## config.mk

```make
export PLATFORM = sky130hd
export DESIGN_NAME = ast_packet_gen_flat
export DESIGN_NICKNAME = d
export VERILOG_FILES = /design/src/rtl/ast_packet_gen_if.sv /design/src/rtl/ast_packet_gen.sv /design/src/flat_wrapper.sv
export SDC_FILE = /design/constraint.sdc
export NUM_CORES = 1
export LEC_CHECK = 0
export BUFFER_PORTS_ARGS = -buffer_cell sky130_fd_sc_hd__buf_2
export CORE_ASPECT_RATIO = 0.5
export CORE_UTILIZATION = 50
export CTS_BUF_LIST = sky130_fd_sc_hd__clkbuf_4 sky130_fd_sc_hd__clkbuf_8
export DETAILED_ROUTE_END_ITERATION = 10
export PLACE_DENSITY = 0.73
export SLEW_MARGIN = 20
export SYNTH_ARGS = -nofsm -noshare
export SYNTH_HDL_FRONTEND = slang
export SYNTH_SLANG_ARGS = --single-unit
```

## constraint.sdc

```tcl
create_clock -name clk_i -period 6.75 [get_ports clk_i]
set_input_delay 0.675 -clock clk_i [delete_from_list [all_inputs] [get_ports clk_i]]
set_output_delay 0.675 -clock clk_i [all_outputs]
set_load 0.05 [all_outputs]
```

## src/rtl/ast_packet_gen_if.sv

```systemverilog
// Avalon-ST streaming interface used by the packet generator source port.
interface avalon_st_if #(
    parameter int DWIDTH        = 64,
    parameter int CHANNEL_WIDTH = 1
);
    localparam int BYTES   = DWIDTH / 8;
    localparam int EMPTY_W = (BYTES > 1) ? $clog2(BYTES) : 1;

    logic [DWIDTH-1:0]        data;
    logic                     valid;
    logic                     startofpacket;
    logic                     endofpacket;
    logic [EMPTY_W-1:0]       empty;
    logic [CHANNEL_WIDTH-1:0] channel;
    logic                     ready;

    modport src (output data, valid, startofpacket, endofpacket, empty, channel,
                 input  ready);
    modport snk (input  data, valid, startofpacket, endofpacket, empty, channel,
                 output ready);
endinterface

```

## src/rtl/ast_packet_gen.sv

```systemverilog
// Avalon-ST packet generator: one incrementing-payload packet per start pulse.
// Optional build macro PKT_GEN_THROTTLE_EN inserts a valid gap after every accepted beat.
//
// state | meaning
// IDLE  | waiting for start_i; len==0 pulses err_o
// SEND  | presenting beats, advancing on valid & ready
// DONE  | one-cycle done_o pulse, busy_o already low
module ast_packet_gen #(
    parameter int AST_DWIDTH    = 64,
    parameter int CHANNEL_WIDTH = 1,
    parameter int LEN_WIDTH     = 16
) (
    input  logic                     clk_i,
    input  logic                     srst_i,
    input  logic                     start_i,
    input  logic [LEN_WIDTH-1:0]     pkt_len_i,
    input  logic [7:0]               seed_i,
    input  logic [CHANNEL_WIDTH-1:0] channel_i,
    input  logic                     key_en_i,
    input  logic [LEN_WIDTH-1:0]     key_beat_i,
    input  logic [AST_DWIDTH-1:0]    key_i,
    output logic                     busy_o,
    output logic                     done_o,
    output logic                     err_o,
    avalon_st_if.src                 ast_src_if
);
    localparam int BYTES   = AST_DWIDTH / 8;
    localparam int EMPTY_W = (BYTES > 1) ? $clog2(BYTES) : 1;
    localparam logic [LEN_WIDTH:0]   BYTES_L = (LEN_WIDTH+1)'(BYTES);
    localparam logic [LEN_WIDTH-1:0] ONE_L   = LEN_WIDTH'(1);

    typedef enum logic [1:0] {IDLE, SEND, DONE} state_t;

    state_t                   state;
    logic [LEN_WIDTH-1:0]     len_q, key_beat_q, beat_cnt;
    logic [LEN_WIDTH:0]       base_q;
    logic [7:0]               seed_q;
    logic                     key_en_q;
    logic [AST_DWIDTH-1:0]    key_q;
    logic                     valid_q, sop_q, eop_q;
    logic [AST_DWIDTH-1:0]    data_q;
    logic [EMPTY_W-1:0]       empty_q;
    logic [CHANNEL_WIDTH-1:0] channel_q;
`ifdef PKT_GEN_THROTTLE_EN
    logic                     gap_q;
`endif

    logic [LEN_WIDTH-1:0]     sel_len, sel_key_beat, nb_idx;
    logic [7:0]               sel_seed;
    logic                     sel_key_en, nb_eop;
    logic [AST_DWIDTH-1:0]    sel_key, nb_data;
    logic [LEN_WIDTH:0]       nb_base, nb_end, byte_n;
    logic [EMPTY_W-1:0]       nb_empty;

    // Next beat contents: in IDLE built from the live inputs (beat 0), else from latched fields.
    always_comb begin
        if (state == IDLE) begin
            sel_len      = pkt_len_i;
            sel_seed     = seed_i;
            sel_key_en   = key_en_i;
            sel_key_beat = key_beat_i;
            sel_key      = key_i;
            nb_base      = '0;
            nb_idx       = '0;
        end else begin
            sel_len      = len_q;
            sel_seed     = seed_q;
            sel_key_en   = key_en_q;
            sel_key_beat = key_beat_q;
            sel_key      = key_q;
            nb_base      = base_q + BYTES_L;
            nb_idx       = beat_cnt + ONE_L;
        end
        nb_end  = nb_base + BYTES_L;
        nb_data = '0;
        byte_n  = '0;
        for (int i = 0; i < BYTES; i++) begin
            byte_n = nb_base + (LEN_WIDTH+1)'(i);
            if (byte_n < {1'b0, sel_len})
                nb_data[AST_DWIDTH-1-8*i -: 8] = sel_seed + byte_n[7:0];
        end
        if (sel_key_en && (sel_key_beat == nb_idx))
            nb_data = sel_key;
        nb_eop   = (nb_end >= {1'b0, sel_len});
        nb_empty = nb_eop ? EMPTY_W'(nb_end - {1'b0, sel_len}) : '0;
    end

    always_ff @(posedge clk_i) begin
        if (srst_i) begin
            state      <= IDLE;
            len_q      <= '0;
            key_beat_q <= '0;
            beat_cnt   <= '0;
            base_q     <= '0;
            seed_q     <= '0;
            key_en_q   <= 1'b0;
            key_q      <= '0;
            valid_q    <= 1'b0;
            sop_q      <= 1'b0;
            eop_q      <= 1'b0;
            data_q     <= '0;
            empty_q    <= '0;
            channel_q  <= '0;
            busy_o     <= 1'b0;
            done_o     <= 1'b0;
            err_o      <= 1'b0;
`ifdef PKT_GEN_THROTTLE_EN
            gap_q      <= 1'b0;
`endif
        end else begin
            done_o <= 1'b0;
            err_o  <= 1'b0;
            case (state)
                IDLE: begin
                    if (start_i) begin
                        if (pkt_len_i == '0) begin
                            err_o <= 1'b1;
                        end else begin
                            len_q      <= pkt_len_i;
                            seed_q     <= seed_i;
                            channel_q  <= channel_i;
                            key_en_q   <= key_en_i;
                            key_beat_q <= key_beat_i;
                            key_q      <= key_i;
                            beat_cnt   <= '0;
                            base_q     <= '0;
                            valid_q    <= 1'b1;
                            data_q     <= nb_data;
                            sop_q      <= 1'b1;
                            eop_q      <= nb_eop;
                            empty_q    <= nb_empty;
                            busy_o     <= 1'b1;
                            state      <= SEND;
                        end
                    end
                end
                SEND: begin
                    if (valid_q && ast_src_if.ready && eop_q) begin
                        valid_q <= 1'b0;
                        data_q  <= '0;
                        sop_q   <= 1'b0;
                        eop_q   <= 1'b0;
                        empty_q <= '0;
                        busy_o  <= 1'b0;
                        done_o  <= 1'b1;
                        state   <= DONE;
`ifdef PKT_GEN_THROTTLE_EN
                    end else if (gap_q) begin
                        gap_q    <= 1'b0;
                        valid_q  <= 1'b1;
                        data_q   <= nb_data;
                        sop_q    <= 1'b0;
                        eop_q    <= nb_eop;
                        empty_q  <= nb_empty;
                        beat_cnt <= nb_idx;
                        base_q   <= nb_base;
                    end else if (valid_q && ast_src_if.ready) begin
                        // Hold the accepted beat's fields through the gap cycle.
                        valid_q <= 1'b0;
                        gap_q   <= 1'b1;
                    end
`else
                    end else if (valid_q && ast_src_if.ready) begin
                        data_q   <= nb_data;
                        sop_q    <= 1'b0;
                        eop_q    <= nb_eop;
                        empty_q  <= nb_empty;
                        beat_cnt <= nb_idx;
                        base_q   <= nb_base;
                    end
`endif
                end
                DONE:    state <= IDLE;
                default: state <= IDLE;
            endcase
        end
    end

    assign ast_src_if.data          = data_q;
    assign ast_src_if.valid         = valid_q;
    assign ast_src_if.startofpacket = sop_q;
    assign ast_src_if.endofpacket   = eop_q;
    assign ast_src_if.empty         = empty_q;
    assign ast_src_if.channel       = channel_q;
endmodule
```

## src/flat_wrapper.sv

```systemverilog
// flat-port wrapper written by rule: the top's interface ports become plain ports
module ast_packet_gen_flat 
#(
    parameter int AST_DWIDTH    = 64,
    parameter int CHANNEL_WIDTH = 1,
    parameter int LEN_WIDTH     = 16
)
  (clk_i, srst_i, start_i, pkt_len_i, seed_i, channel_i, key_en_i, key_beat_i, key_i, busy_o, done_o, err_o, ast_src_if_data, ast_src_if_valid, ast_src_if_startofpacket, ast_src_if_endofpacket, ast_src_if_empty, ast_src_if_channel, ast_src_if_ready);
  avalon_st_if #(.CHANNEL_WIDTH(CHANNEL_WIDTH)) ast_src_if_i ();
  input  logic clk_i;
  input  logic srst_i;
  input  logic start_i;
  input  logic [LEN_WIDTH-1:0] pkt_len_i;
  input  logic [7:0] seed_i;
  input  logic [CHANNEL_WIDTH-1:0] channel_i;
  input  logic key_en_i;
  input  logic [LEN_WIDTH-1:0] key_beat_i;
  input  logic [AST_DWIDTH-1:0] key_i;
  output logic busy_o;
  output logic done_o;
  output logic err_o;
  output wire logic [$bits(ast_src_if_i.data)-1:0] ast_src_if_data;
  output wire logic [$bits(ast_src_if_i.valid)-1:0] ast_src_if_valid;
  output wire logic [$bits(ast_src_if_i.startofpacket)-1:0] ast_src_if_startofpacket;
  output wire logic [$bits(ast_src_if_i.endofpacket)-1:0] ast_src_if_endofpacket;
  output wire logic [$bits(ast_src_if_i.empty)-1:0] ast_src_if_empty;
  output wire logic [$bits(ast_src_if_i.channel)-1:0] ast_src_if_channel;
  input wire logic [$bits(ast_src_if_i.ready)-1:0] ast_src_if_ready;
  assign ast_src_if_data = ast_src_if_i.data;
  assign ast_src_if_valid = ast_src_if_i.valid;
  assign ast_src_if_startofpacket = ast_src_if_i.startofpacket;
  assign ast_src_if_endofpacket = ast_src_if_i.endofpacket;
  assign ast_src_if_empty = ast_src_if_i.empty;
  assign ast_src_if_channel = ast_src_if_i.channel;
  assign ast_src_if_i.ready = ast_src_if_ready;
  ast_packet_gen #(.AST_DWIDTH(AST_DWIDTH), .CHANNEL_WIDTH(CHANNEL_WIDTH), .LEN_WIDTH(LEN_WIDTH)) u_core (.clk_i(clk_i), .srst_i(srst_i), .start_i(start_i), .pkt_len_i(pkt_len_i), .seed_i(seed_i), .channel_i(channel_i), .key_en_i(key_en_i), .key_beat_i(key_beat_i), .key_i(key_i), .busy_o(busy_o), .done_o(done_o), .err_o(err_o), .ast_src_if(ast_src_if_i));
endmodule
```

# Word-level counts from Yosys, hierarchy flattened
# Index checks and enable logic that the tools add are counted.
dict set report classes {
  mux 55
  bitwise 4
  order_cmp 9
  reduce_logical 13
  add_sub_neg 19
  n_eq_ne 8
}
# op count
set ops {}
lappend ops {{$mux 64} 6}
lappend ops {{$lt 17x16->1} 8}
lappend ops {{$pmux 64 s2} 1}
lappend ops {{$mux 16} 7}
lappend ops {{$mux 17} 5}
lappend ops {{$mux 8} 9}
lappend ops {{$add 17x3->17 const B} 4}
lappend ops {{$add 8x8->8} 8}
lappend ops {{$add 17x2->17 const B} 2}
lappend ops {{$add 17x4->17 const B} 2}
lappend ops {{$pmux 17 s2} 1}
lappend ops {{$pmux 16 s2} 1}
lappend ops {{$add 17x1->17 const B} 1}
lappend ops {{$ge 17x16->1} 1}
lappend ops {{$add 16x1->16 const B} 1}
lappend ops {{$eq 16x16->1} 1}
lappend ops {{$logic_not 16->1} 1}
lappend ops {{$mux 3} 5}
lappend ops {{$mux 1} 12}
lappend ops {{$reduce_and 4->1} 2}
lappend ops {{$mux 2} 3}
lappend ops {{$ne 2x2->1 const B} 3}
lappend ops {{$pmux 1 s2} 3}
lappend ops {{$pmux 3 s2} 1}
lappend ops {{13 further kinds} 20}
dict set report word_totals {
  output_inout_bits 74
  regBits 213
  input_bits 110
  word_cells 124
}

# Depth between registers and ports, before layout
dict set report depth {
  depth_word 9
  ltp_mapped 23
  mapped_depth_nobuf 18
}

# Least setup slack after synthesis
# No wires, ideal clock.
dict set report synth_path {
  kind {reg-to-reg}
  startpoint {reg u_core.state[0]}
  endpoint {reg u_core.data_q[52], in the netlist u_core.ast_src_if.data[52]}
  stages_incl_launch_ff 24
  synth_period_minus_slack_ns 5.333
  path_buffers 6
  setup_ns 0.122
  setup_slack_ns 1.417
  t_required_ns 6.628
  arrival_ns 5.211
  path_cell_list {dfxtp_1 > or2_2 > clkbuf_1 > buf_6 > clkbuf_1 > clkbuf_1 > nand2_1 > inv_1 > ha_1 > clkbuf_1 > nand2_1 > nor4_1 > nand2_1 > nor2_1 > xnor2_1 > ha_1 > o2111ai_1 > a211oi_1 > a2111oi_0 > or3_1 > and3b_1 > and3_4 > buf_6 > a221o_1}
}
dict set report synth_via {
  elab_chain_len 9
  word_cells_on_any_way 26
}
# element line_no
set synth_lines {}
lappend synth_lines {{from (decl)} ast_packet_gen.sv:34} ;# state_t state;
lappend synth_lines {{from (signal assigned)} ast_packet_gen.sv:90} ;# state <= IDLE;
lappend synth_lines {{from (signal assigned)} ast_packet_gen.sv:133} ;# state <= SEND;
lappend synth_lines {{from (signal assigned)} ast_packet_gen.sv:146} ;# state <= DONE;
lappend synth_lines {{$logic_not 2->1} {ast_packet_gen.sv:57, ast_packet_gen.sv:113}}
lappend synth_lines {{$mux 17} ast_packet_gen.sv:57} ;# if (state == IDLE) begin
lappend synth_lines {{$add 17x1->17} ast_packet_gen.sv:78} ;# byte_n = nb_base + (LEN_WIDTH+1)'(i);
lappend synth_lines {{$lt 17x16->1 or $add 8x8->8 (tied branches)} {ast_packet_gen.sv:79, ast_packet_gen.sv:80}}
lappend synth_lines {{$mux 8} ast_packet_gen.sv:79} ;# if (byte_n < {1'b0, sel_len})
lappend synth_lines {{$mux 64} ast_packet_gen.sv:82} ;# if (sel_key_en && (sel_key_beat == nb_idx))
lappend synth_lines {{$mux 64, on equally long branches} {ast_packet_gen.sv:163, ast_packet_gen.sv:116}}
lappend synth_lines {{$mux 64, on equally long branches} {ast_packet_gen.sv:138, ast_packet_gen.sv:115}}
lappend synth_lines {{$pmux 64 s2} ast_packet_gen.sv:113} ;# case (state)
lappend synth_lines {{to (signal assigned)} ast_packet_gen.sv:128} ;# data_q <= nb_data;
lappend synth_lines {{to (signal assigned)} ast_packet_gen.sv:164} ;# data_q <= nb_data;
lappend synth_lines {{to (decl)} ast_packet_gen.sv:41} ;# logic [AST_DWIDTH-1:0] data_q;
# Several ways; a longest one is shown, not always the timed one. The select of a mux whose other input is x is not followed.
# A chain may end at the register's enable or synchronous reset.

# Worst setup path after layout
dict set report layout_path {
  startpoint {reg u_core.state[1]}
  endpoint {reg u_core.data_q[52], in the netlist u_core.ast_src_if.data[52]}
}
# Same word-level chain as after synthesis.

==> results.sh <==
export IMPL_run_status="completed"
export IMPL_hp_start="key_i[26]"
export IMPL_vias_per_cell=5.985
export IMPL_synth_edf_count=0
export IMPL_ys_warn_count=0
export IMPL_io_pins=184
export IMPL_fp_row_count=45
export IMPL_initial_utilization_pct=51.88
export IMPL_fin_crit_ps=5426
export IMPL_area_growth_pct=11.97
export IMPL_multi_input_area_um2=11110
export IMPL_reg2regPathDepth=18
export IMPL_crit_start="u_core.state[1]"
export IMPL_max_freq_ghz=0.1843
export IMPL_worstPathArrival_ps=5880
export IMPL_ys_seq_area_share_pct=26.54
export IMPL_yosys_most_used_dff="dfxtp_1"
export IMPL_dr_pass1_iters=6
export IMPL_min_delay_path_depth=3
export IMPL_gp_congestion=1.010
export IMPL_ys_ff_latch=213
export IMPL_holdPathEnd="u_core.key_q[26]"
export IMPL_die_area_um2=32900
export IMPL_netlist_instances=2019
export IMPL_synth_fa_ha_area_share_pct=15.34
export IMPL_p_per_area_nw_per_um2=191.1
export IMPL_synth_avg_cell_area_um2=7.957
export IMPL_grt_use_total_pct=31.70
export IMPL_postLayoutSetupSlackWorst_ps=1324
export IMPL_dp_hpwl_um=39140
export IMPL_rr_endpoint="u_core.ast_src_if.data[52]"
export IMPL_grt_antenna_before_repair=0
export IMPL_grt_max_degree=85
export IMPL_cts_max_level=2
export IMPL_rsz0062_at_grt="false"
export IMPL_finalHoldViolations=0
export IMPL_crit_reg2reg_launch="u_core.state[1]"
export IMPL_drt_iter0_markers=1649
export IMPL_root_buffer="clkbuf_8"
export IMPL_clkTransAtPathRegs_ps=70
export IMPL_drv_slew=0
export IMPL_synth_cell_type_count=75
export IMPL_wl_um=53250
export IMPL_grt_pass1_vias=14200
export IMPL_synth_compound_area_share_pct=19.28
export IMPL_regArea_um2=4264
export IMPL_port_buffer_count=183
export IMPL_insertion_delay_ps=570
export IMPL_nNetsFinal=2465
export IMPL_synth_xor_area_share_pct=10.69
export IMPL_grt_pass1_wl_um=81880
export IMPL_cp_data_required_time_ps=7210
export IMPL_hold_class="input port to flip-flop"
export IMPL_routed_via_count=15600
export IMPL_grt_overflow_total=0
export IMPL_drive_above_1_share_pct=14.34
export IMPL_syn_nets=2323
export IMPL_worst_setup_path_end_kind="flip-flop"
export IMPL_mostFrequentLayoutCell="nand2_1"
export IMPL_finalSetupViolCount=0
export IMPL_peakVddDrop_uv=98.33
export IMPL_syn_cell_area_um2=16070
export IMPL_cts_tree="built"
export IMPL_final_cell_mix="405 x nand2_1, 232 x a21oi_1, 213 x dfxtp_1, 189 x ha_1, 182 x buf_2"
export IMPL_finalCritPeriodShare_pct=80.39
export IMPL_fillCellCount=2920
export IMPL_slew_headroom_pct=30.14
export IMPL_n_antenna_cell=0
export IMPL_wl_per_cell_um=20.43
export IMPL_critPathMaxFanout=12
export IMPL_rrSetupSlack_ps=1320
export IMPL_cts_buffer_depth=3
export IMPL_synth_mux_area_share_pct=3.894
export IMPL_fin_skew_ps=38.19
export IMPL_setup_worst_path_start_class="flip-flop"
export IMPL_die_x_um=255.5
export IMPL_power_mw=3.438
export IMPL_post_cts_setup_buffers=0
export IMPL_post_place_ws_ps=1494
export IMPL_synth_top_family_by_area="simple AND/OR/NAND/NOR gates"
export IMPL_worstSetupPathType="flip-flop to flip-flop"
export IMPL_yosys_area_share_simple_pct=19.68
export IMPL_cts_resized=0
export IMPL_setup_tns_final_ps=0
export IMPL_worst_slew_pin_slew_ps=1048
export IMPL_drtAntennaViolNets=0
export IMPL_cts_sinks=213
export IMPL_hold_buffers=0
export IMPL_drv_cap=0
export IMPL_synth_async_sr_flop_share_pct=0
export IMPL_drc=0
export IMPL_hold_ws_ps=356.1
export IMPL_cts_made_buffers=34
export IMPL_leakagePower_nw=8.204
export IMPL_die_y_um=128.8
export IMPL_core_area_um2=30970
[cell families (layout without fill, tap and decap cells)]
kind of cell	count (synthesis)	count (layout)
compound gates	485	485
mux	62	62
fa+ha+maj	194	194
xor+xnor	196	196
buf+inv	162	326
flops	213	213
simple gates	707	707
[synth_stat cells (14+ instances only)]
cell type,n,area share (%)
nand2_1,405,9.5
xnor2_1,127,6.9
o21bai_1,22,1.0
o221ai_1,41,2.2
nor3_1,28,0.87
ha_1,189,15
a21oi_1,233,7.3
o21ai_0,47,1.5
inv_1,43,1.0
mux2i_1,61,3.8
a221o_1,21,1.3
xor2_1,69,3.8
dfxtp_1,213,27
nand3_1,52,1.6
clkbuf_1,77,1.8
nand4_1,14,0.55
a21o_1,32,1.5
nor4_1,20,0.78
a211oi_1,15,0.70
nor2_1,103,2.4
[layer usage]
metal / vias to the layer above / share of wire [%] / track usage, %
met5: - / 0 / 0
met4: 0 / 2.2 / 8.559
li1: 7431 / - / -
met2: 692 / 43 / 48.02
met1: 7386 / 46 / 45.73
met3: 89 / 8.9 / 6.225
[registers in the layout (all words and copies together), names as in the netlist, 2 cells and up]
| signal | cells |
|---|---|
| u_core.beat_cnt | 16 |
| u_core.len_q | 16 |
| u_core.state | 2 |
| u_core.key_q | 64 |
| u_core.ast_src_if.data | 64 |
| u_core.ast_src_if.empty | 3 |
| u_core.base_q | 17 |
| u_core.seed_q | 8 |
| u_core.key_beat_q | 16 |
[through the flow]
step	util [%]	std cells	instance area [um^2]
3_3_place_gp	55.84	2548	17290
5_1_grt	58.09	2606	17990
3_5_place_dp	55.84	2548	17290
2_1_floorplan	-	2019	16070
4_1_cts	58.09	2606	17990
6_report	58.09	2606	17990
[worst max path at each step]
stage / to / slack (ps)
final: u_core.ast_src_if.data[52] / 1320
after global routing: u_core.ast_src_if.data[9] / 970
after CTS: u_core.ast_src_if.data[52] / 1450
after detailed placement: u_core.ast_src_if.data[52] / 1490
after global placement: u_core.ast_src_if.data[41] / 1640
after floorplan: u_core.ast_src_if.data[52] / 1420
[area by class of cell]
class	instances	share of cell area [%]
multi-input cells	1644	61.79
flip-flops and latches	213	23.70
repair buffers	222	6.733
clock buffers	50	3.582
well taps	423	2.942
inverters	46	0.9599
clock inverters	8	0.2921
[worst max-delay path: stages, from the launching register on]
cell and delay [ps]:
dfxtp_1 600, or2_2 280, nand2_1 350, inv_1 380, ha_1 430, nand2_1 170
nor4_1 450, buf_4 260, nand2_1 200, nor2_1 170, xnor2_1 100, ha_1 350
o2111ai_1 180, a211oi_1 260, a2111oi_0 100, or3_1 310, and3b_1 230, and3_4 220
a221o_1 300
[where the power goes]
group | internal, mW | switching [mW] | total (mW)
clock | 0.617 | 0.560 | 1.18
combinational | 0.283 | 0.593 | 0.876
sequential | 1.34 | 0.0497 | 1.39
total | 2.24 | 1.20 | 3.44
No activity file was read; power rests on OpenSTA's default activity.
